File: config.mk
export PLATFORM = sky130hd
export DESIGN_NAME = intersection_phase_scheduler
export DESIGN_NICKNAME = d
export VERILOG_FILES = /design/src/rtl/intersection_phase_scheduler.sv
export SDC_FILE = /design/constraint.sdc
export NUM_CORES = 1
export LEC_CHECK = 0
export BUFFER_PORTS_ARGS = -buffer_cell sky130_fd_sc_hd__buf_2
export CORE_UTILIZATION = 34
export DETAILED_ROUTE_END_ITERATION = 7
export PLACE_DENSITY = 0.58
export SLEW_MARGIN = 20
export SYNTH_ARGS = -nofsm -noshare
export SYNTH_HDL_FRONTEND = slang
export SYNTH_SLANG_ARGS = --single-unit
File: constraint.sdc
create_clock -name clk -period 4.87 [get_ports clk]
set_clock_uncertainty 0.15 [all_clocks]
set_input_delay 0.974 -clock clk [delete_from_list [all_inputs] [get_ports clk]]
set_output_delay 0.974 -clock clk [all_outputs]
set_load 0.05 [all_outputs]
File: src/rtl/intersection_phase_scheduler.sv
// Two-approach intersection scheduler: 1 s prescaler, phase timer, demand hold,
// programmable durations and registered lamp drive.
//
// state        | meaning
// CLEAR_TO_NS  | all red, clearance before NS is released
// NS_ARROW     | NS protected arrow plus green, EW red
// NS_GREEN     | NS green, EW red; held while EW has no demand
// NS_YELLOW    | NS yellow, EW red
// CLEAR_TO_EW  | all red, clearance before EW is released
// EW_ARROW     | EW protected arrow plus green, NS red
// EW_GREEN     | EW green, NS red; held while NS has no demand
// EW_YELLOW    | EW yellow, NS red
module intersection_phase_scheduler #(
    parameter int CLK_FREQ   = 50_000_000,
    parameter int TICK_DIV   = CLK_FREQ,
    parameter int DEF_ARROW  = 3,
    parameter int DEF_GREEN  = 8,
    parameter int DEF_YELLOW = 2,
    parameter int DEF_CLEAR  = 1
) (
    input  logic       clk,
    input  logic       rst,
    input  logic       cfg_we,
    input  logic [1:0] cfg_sel,
    input  logic [3:0] cfg_data,
    input  logic       ns_car,
    input  logic       ew_car,
    output logic       ns_green,
    output logic       ns_arrow,
    output logic       ns_yellow,
    output logic       ns_red,
    output logic       ew_green,
    output logic       ew_arrow,
    output logic       ew_yellow,
    output logic       ew_red,
    output logic [3:0] phase,
    output logic       tick
);

    localparam int PW = (TICK_DIV > 1) ? $clog2(TICK_DIV) : 1;
    localparam logic [PW-1:0] PRE_MAX = PW'(TICK_DIV - 1);
    // lamp vector order: ns {green, arrow, yellow, red}, ew {green, arrow, yellow, red}
    localparam logic [7:0] ALL_RED = 8'b0001_0001;

    typedef enum logic [3:0] {
        CLEAR_TO_NS = 4'd0,
        NS_ARROW    = 4'd1,
        NS_GREEN    = 4'd2,
        NS_YELLOW   = 4'd3,
        CLEAR_TO_EW = 4'd4,
        EW_ARROW    = 4'd5,
        EW_GREEN    = 4'd6,
        EW_YELLOW   = 4'd7
    } state_t;

    state_t        state_q, state_d;
    logic [PW-1:0] pre_q;
    logic [3:0]    timer_q, timer_d;
    logic [3:0]    dur_arrow, dur_green, dur_yellow, dur_clear;
    logic [3:0]    green_ld, yellow_ld, clear_ld;
    logic          ns_dem, ew_dem;
    logic          expire, changing, enter_ns, enter_ew;
    logic [7:0]    lamps_d, lamps_q;

    assign tick     = (pre_q == PRE_MAX);
    assign expire   = tick && (timer_q <= 4'd1);
    assign changing = (state_d != state_q);
    assign enter_ns = changing && (state_d == NS_ARROW || state_d == NS_GREEN);
    assign enter_ew = changing && (state_d == EW_ARROW || state_d == EW_GREEN);

    // A zero duration means one tick everywhere except the arrow, where it means skip.
    assign green_ld  = (dur_green  == 4'd0) ? 4'd1 : dur_green;
    assign yellow_ld = (dur_yellow == 4'd0) ? 4'd1 : dur_yellow;
    assign clear_ld  = (dur_clear  == 4'd0) ? 4'd1 : dur_clear;

    always_comb begin
        state_d = state_q;
        timer_d = tick ? (timer_q - 4'd1) : timer_q;
        case (state_q)
            CLEAR_TO_NS: if (expire) begin
                if (dur_arrow == 4'd0) begin
                    state_d = NS_GREEN;
                    timer_d = green_ld;
                end else begin
                    state_d = NS_ARROW;
                    timer_d = dur_arrow;
                end
            end
            NS_ARROW: if (expire) begin
                state_d = NS_GREEN;
                timer_d = green_ld;
            end
            NS_GREEN: if (expire) begin
                if (ew_dem) begin
                    state_d = NS_YELLOW;
                    timer_d = yellow_ld;
                end else begin
                    timer_d = green_ld;
                end
            end
            NS_YELLOW: if (expire) begin
                state_d = CLEAR_TO_EW;
                timer_d = clear_ld;
            end
            CLEAR_TO_EW: if (expire) begin
                if (dur_arrow == 4'd0) begin
                    state_d = EW_GREEN;
                    timer_d = green_ld;
                end else begin
                    state_d = EW_ARROW;
                    timer_d = dur_arrow;
                end
            end
            EW_ARROW: if (expire) begin
                state_d = EW_GREEN;
                timer_d = green_ld;
            end
            EW_GREEN: if (expire) begin
                if (ns_dem) begin
                    state_d = EW_YELLOW;
                    timer_d = yellow_ld;
                end else begin
                    timer_d = green_ld;
                end
            end
            EW_YELLOW: if (expire) begin
                state_d = CLEAR_TO_NS;
                timer_d = clear_ld;
            end
            default: begin
                state_d = CLEAR_TO_NS;
                timer_d = clear_ld;
            end
        endcase
    end

    // Lamps are decoded from the next state so they register on the same edge as the state.
    always_comb begin
        lamps_d = ALL_RED;
        case (state_d)
            NS_ARROW:  lamps_d = 8'b1100_0001;
            NS_GREEN:  lamps_d = 8'b1000_0001;
            NS_YELLOW: lamps_d = 8'b0010_0001;
            EW_ARROW:  lamps_d = 8'b0001_1100;
            EW_GREEN:  lamps_d = 8'b0001_1000;
            EW_YELLOW: lamps_d = 8'b0001_0010;
            default:   lamps_d = ALL_RED;
        endcase
    end

    always_ff @(posedge clk or negedge rst) begin
        if (!rst) begin
            state_q <= CLEAR_TO_NS;
            timer_q <= 4'(DEF_CLEAR);
            pre_q   <= '0;
            lamps_q <= ALL_RED;
            ns_dem  <= 1'b0;
            ew_dem  <= 1'b0;
        end else begin
            state_q <= state_d;
            timer_q <= timer_d;
            pre_q   <= (tick || changing) ? '0 : pre_q + PW'(1);
            lamps_q <= lamps_d;
            ns_dem  <= enter_ns ? 1'b0 : (ns_dem | ns_car);
            ew_dem  <= enter_ew ? 1'b0 : (ew_dem | ew_car);
        end
    end

    // The timer only samples these at phase entry, so a write never disturbs a running phase.
    always_ff @(posedge clk or negedge rst) begin
        if (!rst) begin
            dur_arrow  <= 4'(DEF_ARROW);
            dur_green  <= 4'(DEF_GREEN);
            dur_yellow <= 4'(DEF_YELLOW);
            dur_clear  <= 4'(DEF_CLEAR);
        end else if (cfg_we) begin
            case (cfg_sel)
                2'd0:    dur_arrow  <= cfg_data;
                2'd1:    dur_green  <= cfg_data;
                2'd2:    dur_yellow <= cfg_data;
                default: dur_clear  <= cfg_data;
            endcase
        end
    end

    assign {ns_green, ns_arrow, ns_yellow, ns_red,
            ew_green, ew_arrow, ew_yellow, ew_red} = lamps_q;
    assign phase = state_q;

endmodule

==> metrics, run 1 <==
final hold viol count=0; overall power=1.15 mW; post-synthesis sequential area ratio=49.1%; status=complete, no violations; syn_area_per_cell=9.92 µm²; fill count=845; Cell Pwr Density=328 mW/mm²; Post-Syn Area=0.00308 mm²; total setup buffers inserted after CTS=0; pins over their slew limit=0; drt total wl=6.31 mm; layout cell share with drive strength beyond 1=20.3%; area delta synth->final=13.7%; CTS tree=done; vias in the first global route=2,311; Leak Pwr=1.49 nW; GPL Wtd Cong=0.774; Slew Limit Headroom=33.0%; final number of setup-violating endpoints=0; count leader, synth=dfrtp_1; maximum VDD drop=0.161 mV; number of H-tree levels=3; Synth Instances=310; number of gates resized after CTS=0; via count=2,367; Synth top area share=42.3%; worst-path maximum fanout=5; achievable frequency=321 MHz; unrepaired setup endpoints after global routing=false; pin count of the biggest net entering global routing=61; first-pass GRT wire length=11.1 mm; Antenna diodes=0; Synth async-reset ratio=100%; Port Buffers=23; GRT Overall Usage=14.6%; buffer depth of the longest clock path=2; Tightest Pin Transition=1.00 ns; Initial DRC Count=212; Initial Util=35.3%; CP endpoint kind=output pin; clock period minus worst slack=3.11 ns; synth cell count leaders=dfrtp_1, nor2_1, nand2_1; crit path DAT=1.99 ns; Chip Height=97.1 µm; drt wl/cell=14.1 µm; post-synthesis register bit count=60; row count=34; Final period util=63.9%; clock sink count=60; total gr overflow=0; Area contributors post-synth=dfrtp_1, dfstp_2, mux2_2; First-pass DRT Iterations=4; crit path kind=register to output pin; cts hold-fix bufs=0; Placeable Area=0.00872 mm²; crit path launch type=register; post-placement setup slack=2.11 ns; Syn. warnings=0; Synth Flop Type=dfrtp_1; estimated wirelength of the detail-placed design=4.47 mm; synthesized net count=324; Root Buffer=clkbuf_8; max-cap viol count=0; die width=97.1 µm; CTS Buf Count=9; antenna violations before repair=0; Nets=349; Unique masters post-synth=53; Clock transition at path regs=0.07 ns; leading area contributor after synthesis=dfrtp_1; clock latency on the worst-skew pair=0.34 ns; Final ANT Viol Nets=0; Setup TNS=0 ns; io pins=24; worst min-delay path class=register to register; die area=0.00943 mm²; Post-synth EDFFs=0; required time of the worst setup path=3.75 ns; routed vias/inst=5.28; DRC viols=0; worst setup margin=1.76 ns
[state kept, by name (all words and copies together) (netlist names)]
register and flops:
ns_dem 1, phase 4, pre_q 26, dur_yellow 4, timer_q 4, lamps_q 8
ew_dem 1, dur_arrow 4, dur_clear 4, dur_green 4
[cell type report]
type,instances,area [µm²],share of cell area (%)
clock inverter,4,47.5,1.36
timing repair buffer,24,123,3.50
sequential,60,1510,43.2
inverter,8,30.0,0.858
tap,108,135,3.86
clock buffer,12,155,4.43
multi-input combinational,232,1500,42.8
[worst max-delay path, stage by stage (launching register included)]
cell,delay [ns]
dfrtp_1,0.39
ha_1,0.20
and3_1,0.26
and4_1,0.31
nand2_1,0.15
inv_1,0.08
buf_2,0.25
[layout by cell type, fill, tap and decap left out, drive strengths merged, types with 4 or more instances in the layout]
cell     n
xor2    18
nor4     4
xnor2    5
buf     24
mux2    17
nor3b    5
nand4    7
nand2   23
and3     6
nand3    9
nor2    42
and4     5
o21ai   12
dfstp    8
clkbuf  12
dfrtp   52
a21oi   13
inv      8
nor3    14
[metrics by stage]
step	cell area, µm²	util [%]	hold WS, ns	cells
floorplan	3080	-	0.298	310
global placement	3300	37.8	0.308	432
detailed placement	3300	37.8	0.337	432
CTS	3500	40.1	0.347	448
global route	3500	40.1	0.365	448
finish	3500	40.1	0.343	448
[path summary, 6_finish.rpt]
path	cells past startpoint	from	slack (ns)	end
setup / recovery	6	pre_q[0]	1.76	tick
hold / removal	1	pre_q[0]	0.34	pre_q[0]
setup reg to reg	6	pre_q[0]	2.38	pre_q[11]
hold reg to reg	1	pre_q[0]	0.34	pre_q[0]
max in group asynchronous	2	rst	3.44	dur_green[0]
min in group asynchronous	2	rst	0.62	lamps_q[2]
[metal layers]
metal	global-route usage [%]	up-vias	share of wire, %
met1	20.3	1153	50
met2	21.7	50	45
met4	5.86	0	1.5
li1	-	1156	-
met3	3.53	8	3.8
met5	0	-	0
[logic make-up after synthesis]
family	count (synthesis)	synth area share (%)
xor+xnor	23	6.55
compound gates	49	10.2
other cells	1	0.122
buf+inv	18	2.20
fa+ha+maj	3	1.22
mux	19	6.87
simple gates	137	23.8
flops	60	49.1
[report_power, final]
| part | leakage (nW) | switching [mW] | internal, mW |
|---|---|---|---|
| sequential | 0.767 | 0.0355 | 0.540 |
| clock | 0.102 | 0.196 | 0.263 |
| combinational | 0.616 | 0.0586 | 0.0540 |
No activity file was read; power rests on OpenSTA's default activity.
==> run 2: changes to the inputs <==
--- a/config.mk
+++ b/config.mk
@@ -5,10 +5,11 @@
 export SDC_FILE = /design/constraint.sdc
 export NUM_CORES = 1
 export LEC_CHECK = 0
+export ABC_AREA = 1
 export BUFFER_PORTS_ARGS = -buffer_cell sky130_fd_sc_hd__buf_2
 export CORE_UTILIZATION = 34
 export DETAILED_ROUTE_END_ITERATION = 7
-export PLACE_DENSITY = 0.58
+export PLACE_DENSITY = 0.6
 export SLEW_MARGIN = 20
 export SYNTH_ARGS = -nofsm -noshare
 export SYNTH_HDL_FRONTEND = slang
==> constraint.sdc (replaced) <==
create_clock -name clk -period 2.7 [get_ports clk]
set_clock_uncertainty 0.15 [all_clocks]
set_input_delay 0.54 -clock clk [delete_from_list [all_inputs] [get_ports clk]]
set_output_delay 0.54 -clock clk [all_outputs]
set_load 0.05 [all_outputs]
==> run 2 against run 1 <==
Against the previous run: register-to-register slack worse by 2.0 ns; hold slack worse by 0.18 ns; non-clock buffer count up 9; die area up 14%; via count up 25%; flip-flop and latch count unchanged; largest power group unchanged.
==> metrics, run 2 <==
status=complete, no violations; DRC viols=0; syn_area_per_cell=7.90 µm²; clock sink count=60; Final period util=94.5%; flip-flop count of the largest register after layout=26; layout cell share with drive strength beyond 1=22.2%; via count=2,962; crit path DAT=1.86 ns; Design Area, Final=0.00405 mm²; vias in the first global route=3,000; GRT Overall Usage=16.6%; Slew Limit Headroom=49.8%; crit-path cells=ha_1 > nand3_2 > inv_2 > nand2_4 > nor2_8 > nand2_2 > inv_1 > buf_6; estimated wirelength of the detail-placed design=6.06 mm; unrepaired setup endpoints after global routing=false; maximum VDD drop=0.358 mV; synthesized net count=458; commonest non-fill, non-tap cell in the layout=nand2_1; Port Buffers=23; required time of the worst setup path=2.01 ns; pins over their slew limit=0; post-synthesis sequential area ratio=43.1%; io pins=24; CTS Buf Count=9; area delta synth->final=15.4%; final hold viol count=0; Setup TNS=0 ns; crit path launch type=register; Cell Pwr Density=509 mW/mm²; routed vias/inst=4.78; pin count of the biggest net entering global routing=61; final cell count without fillers=620; CP peak stage delay=0.37 ns; placed cell areas=0.00381 mm²; number of H-tree levels=3; r2r setup slk=0.39 ns; commonest non-fill, non-tap cells in the layout=nand2_1, inv_1, dfrtp_1, nor2_1, o21ai_0; First-pass DRT Iterations=4; Synth async-reset ratio=100%; count leader, synth=nand2_1; drt total wl=8.12 mm; Post-Syn Area=0.00351 mm²; Synth Flop Type=dfrtp_1; GPL Wtd Cong=0.864; clock latency on the worst-skew pair=0.36 ns; Clock transition at path regs=0.07 ns; achievable frequency=392 MHz; Biggest register=pre_q; Nets=496; first-pass GRT wire length=14.1 mm; max-cap viol count=0; Tightest Pin Transition=0.753 ns; final number of setup-violating endpoints=0; Chip Height=104 µm; CP endpoint kind=output pin; Placeable Area=0.00991 mm²; CP bufs+invs=3; Leak Pwr=1.86 nW; Placed Cells=602; biggest registers after layout=pre_q: 26 flops, lamps_q: 8 flops; synth cell count leaders=nand2_1, inv_1, dfrtp_1; Post-synth EDFFs=0; total gr overflow=0; CTS tree=done; register area=0.00151 mm²; delay-heaviest family, CP=simple AND/OR/NAND/NOR gates; fill count=1,017; Area contributors post-synth=dfrtp_1, nand2_1, dfstp_2; Synth top area share=37.1%; Final ANT Viol Nets=0; row count=36; leading area contributor after synthesis=dfrtp_1; drt wl/cell=13.1 µm; buffer depth of the longest clock path=2; Root Buffer=clkbuf_8; Initial DRC Count=150; clock period minus worst slack=2.55 ns; footprint of the multi-input gates=0.00173 mm²; worst min-delay path class=input port to asynchronous set/reset pin; die width=104 µm; cts hold-fix bufs=0; die area=0.0107 mm²; Core Util, Final=40.9%; crit path kind=register to output pin; worst-path maximum fanout=6; Unique masters post-synth=41; Syn. warnings=0; Initial Util=35.4%; CP max-delay cell=dfrtp_1; antenna violations before repair=0; Antenna diodes=0; Synth Instances=444; post-synthesis register bit count=60
run 2: changes by cell type after synthesis, sizes merged, moves of 5 or more:
cell    before  now
and3         6    0
inv          8   58
nor3b        5    0
nand2       23  101
buf          0    6
o21ai       12   31
mux2        17    0
nor2        42   74
and4         5    0
clkbuf      10    0
nand3        9   26
run 2: worst reg2reg max path, stage by stage (launching register included):
cell	delay, ns
dfstp_2	0.56
inv_1	0.06
ha_1	0.21
nor2_1	0.09
nor2_1	0.06
buf_4	0.18
nand4_2	0.13
nand2_1	0.08
nand3_1	0.10
nand3_1	0.15
nand4_4	0.15
buf_12	0.20
nor2_1	0.07
run 2: metrics by stage:
stage,hold slack [ns],power [mW],setup WS (ns)
after global placement,0.295,1.22,0.385
after detailed placement,0.305,1.23,0.336
final,0.168,2.06,0.147
after floorplan,0.0944,1.15,0.456
after global routing,0.253,2.17,0.0155
after CTS,0.206,2.09,0.0713
run 2: final timing paths:
check                      startpoint   endpoint  depth (start not counted)
max                          pre_q[0]       tick                          8
max reg2reg                timer_q[0]   pre_q[2]                         12
min                               rst  pre_q[10]                          2
min reg2reg                  pre_q[0]   pre_q[0]                          1
min in group clk               ew_car     ew_dem                          3
max in group asynchronous         rst   pre_q[7]                          2
run 2: power breakdown:
| group | total (mW) | leakage (nW) | internal [mW] | switching [mW] |
|---|---|---|---|---|
| registers | 1.00 | 0.776 | 0.962 | 0.0431 |
| clock network | 0.852 | 0.106 | 0.477 | 0.375 |
| logic | 0.203 | 0.983 | 0.0724 | 0.131 |
run 2: layer usage:
metal / up-vias / global-route usage (%) / share of wire, %
met5: - / 0 / 0
met4: 0 / 6.21 / 0.70
met3: 7 / 4.97 / 3.1
met2: 41 / 27.6 / 50
met1: 1404 / 20.3 / 46
li1: 1510 / - / -
run 2: final cells by class:
type,count,share of cell area [%]
inverters,58,5.44
flip-flops and latches,60,37.3
well taps,133,4.11
multi-input cells,320,42.8
clock inverters,5,1.48
clock buffers,11,3.74
repair buffers,33,5.16
run 2: kinds of logic (layout without fill, tap and decap cells):
kind of cell / count (synthesis) / in the layout / synth area share (%)
adder cells (fa/ha/maj): 3 / 3 / 1.07
other: 1 / 1 / 0.107
AO/OA/AOI/OAI: 58 / 58 / 9.27
buffers and inverters: 64 / 107 / 7.63
flip-flops: 60 / 60 / 43.1
XOR/XNOR: 25 / 25 / 6.24
AND/OR/NAND/NOR: 233 / 233 / 32.6
run 2: what timing repair did:
item | CTS | global route
endpoints found under the setup margin | 1 | 1
resized for setup | 2 | 1
setup buffers | 0 | 2
pin swaps | 0 | 1
==> run 3: changes to the inputs <==
--- a/config.mk
+++ b/config.mk
@@ -8,7 +8,9 @@
 export ABC_AREA = 1
 export BUFFER_PORTS_ARGS = -buffer_cell sky130_fd_sc_hd__buf_2
 export CORE_UTILIZATION = 34
+export CTS_CLUSTER_DIAMETER = 200
 export DETAILED_ROUTE_END_ITERATION = 7
+export MAX_ROUTING_LAYER = met4
 export PLACE_DENSITY = 0.6
 export SLEW_MARGIN = 20
 export SYNTH_ARGS = -nofsm -noshare
==> run 3 against run 2 <==
Against the previous run: register-to-register slack barely moved; power rose by 0.26%; worst setup slack got worse by 0.0035 ns; non-clock buffer count did not move; first-iteration DRC count fell by 4.7%; combinational power barely moved; maximum frequency fell by 0.14%; clock power rose by 0.7%; sequential power barely moved; core utilization did not move.
==> metrics, run 3 (synthesis gave the netlist of run 2 again) <==
Placeable Area=0.00991 mm²; Logic pwr share=9.8%; Root Buffer=clkbuf_8; clock sink count=60; clock period minus worst slack=2.56 ns; CP endpoint kind=output pin; worst min-delay path class=input port to asynchronous set/reset pin; crit path kind=register to output pin; CTS tree=done; Slew Limit Headroom=50.4%; total gr overflow=0; commonest non-fill, non-tap cells in the layout=nand2_1, inv_1, dfrtp_1, nor2_1, o21ai_0; NetSw=554 µW; buffer depth of the longest clock path=2; die area=0.0107 mm²; Antenna diodes=0; Final ANT Viol Nets=0; row count=36; clock latency on the worst-skew pair=0.36 ns; estimated wirelength of the detail-placed design=6.06 mm; first-pass GRT wire length=14.1 mm; maximum VDD drop=0.360 mV; crit path DAT=1.87 ns; drt wl/cell=13.1 µm; unrepaired setup endpoints after global routing=false; GPL Wtd Cong=0.878; Clk pwr share=41.5%; switch share=26.8%; cts hold-fix bufs=0; flip-flop count of the largest register after layout=26; CTS Buf Count=9; Port Buffers=23; Setup TNS=0 ns; die width=104 µm; Biggest register=pre_q; final hold viol count=0; Final period util=94.7%; Reg2Reg Depth=12; vias in the first global route=3,014; status=complete, no violations; pin count of the biggest net entering global routing=61; fill count=1,017; Clock transition at path regs=0.07 ns; Initial Util=35.4%; pins over their slew limit=0; reg2reg start=timer_q[0]; antenna violations before repair=0; internal power=1.51 mW; achievable frequency=391 MHz; drt total wl=8.10 mm; First-pass DRT Iterations=4; DRC viols=0; io pins=24; crit path from=pre_q[0]; max-cap viol count=0; GRT Overall Usage=17.1%; Initial DRC Count=143; routed vias/inst=4.76; crit path launch type=register; Nets=496; Flop pwr share=48.6%; via count=2,950; commonest non-fill, non-tap cell in the layout=nand2_1; number of H-tree levels=3; final number of setup-violating endpoints=0; Cell Pwr Density=510 mW/mm²; layout cell share with drive strength beyond 1=22.2%; Chip Height=104 µm; area delta synth->final=15.4%; required time of the worst setup path=2.01 ns; Tightest Pin Transition=0.744 ns; Leak Pwr=1.86 nW; WHS=0.181 ns; biggest registers after layout=pre_q: 26 flops, lamps_q: 8 flops; worst-path maximum fanout=6
## run 3: cell counts in the layout (fill, tap and decap cells not counted)
No cell type changed its count.
## run 3: power groups by stage
stage | sequential (mW) | combinational (mW) | clock (mW)
finish | 1.00 | 0.203 | 0.858
global route | 1.01 | 0.237 | 0.925
CTS | 1.00 | 0.206 | 0.883
detailed placement | 1.02 | 0.205 | 0
global placement | 1.02 | 0.197 | 0
floorplan | 1.01 | 0.137 | 0
## run 3: layout make-up
type | instances | area, µm² | share of cell area (%)
multi-input combinational | 320 | 1730 | 42.8
tap | 133 | 166 | 4.11
sequential | 60 | 1510 | 37.3
clock buffer | 11 | 151 | 3.74
timing repair buffer | 33 | 209 | 5.16
inverter | 58 | 220 | 5.44
clock inverter | 5 | 60.1 | 1.48
## run 3: metrics by stage
| step | util (%) | cell area [µm²] | setup WS (ns) | total power [mW] | cells |
|---|---|---|---|---|---|
| CTS | 40.7 | 4030 | 0.0713 | 2.09 | 618 |
| finish | 40.9 | 4050 | 0.144 | 2.07 | 620 |
| detailed placement | 38.5 | 3810 | 0.336 | 1.23 | 602 |
| floorplan | - | 3510 | 0.456 | 1.15 | 444 |
| global placement | 38.5 | 3810 | 0.385 | 1.22 | 602 |
| global route | 40.9 | 4050 | 0.0123 | 2.17 | 620 |
## run 3: metal layers
layer / vias up / GRT usage [%] / wire (µm)
met4: 0 / 7.45 / 142
met5: - / - / 0
met1: 1386 / 20.0 / 3760
met3: 14 / 4.41 / 238
li1: 1513 / - / -
met2: 37 / 27.8 / 3960
## run 3: final timing paths
| path | to | slack (ns) |
|---|---|---|
| worst max-delay path | tick | 0.14 |
| max in group asynchronous | lamps_q[3] | 1.73 |
| worst max register to register | pre_q[2] | 0.39 |
| worst min register to register | pre_q[0] | 0.31 |
| min in group clk | ew_dem | 0.27 |
| worst min-delay path | phase[0] | 0.18 |
## run 3: timing repair
action	4_1_cts	5_1_grt
endpoints found under the setup margin	1	1
setup buffers	0	2
gates resized for setup	2	1
pin swaps	0	1
hold endpoints to repair	0	0
## run 3: worst max-delay path, cell delays in order (launching register included)
cell and delay (ns):
dfrtp_1 0.37, ha_1 0.21, nand3_2 0.16, inv_2 0.12
nand2_4 0.07, nor2_8 0.15, nand2_2 0.13, inv_1 0.11
buf_6 0.16
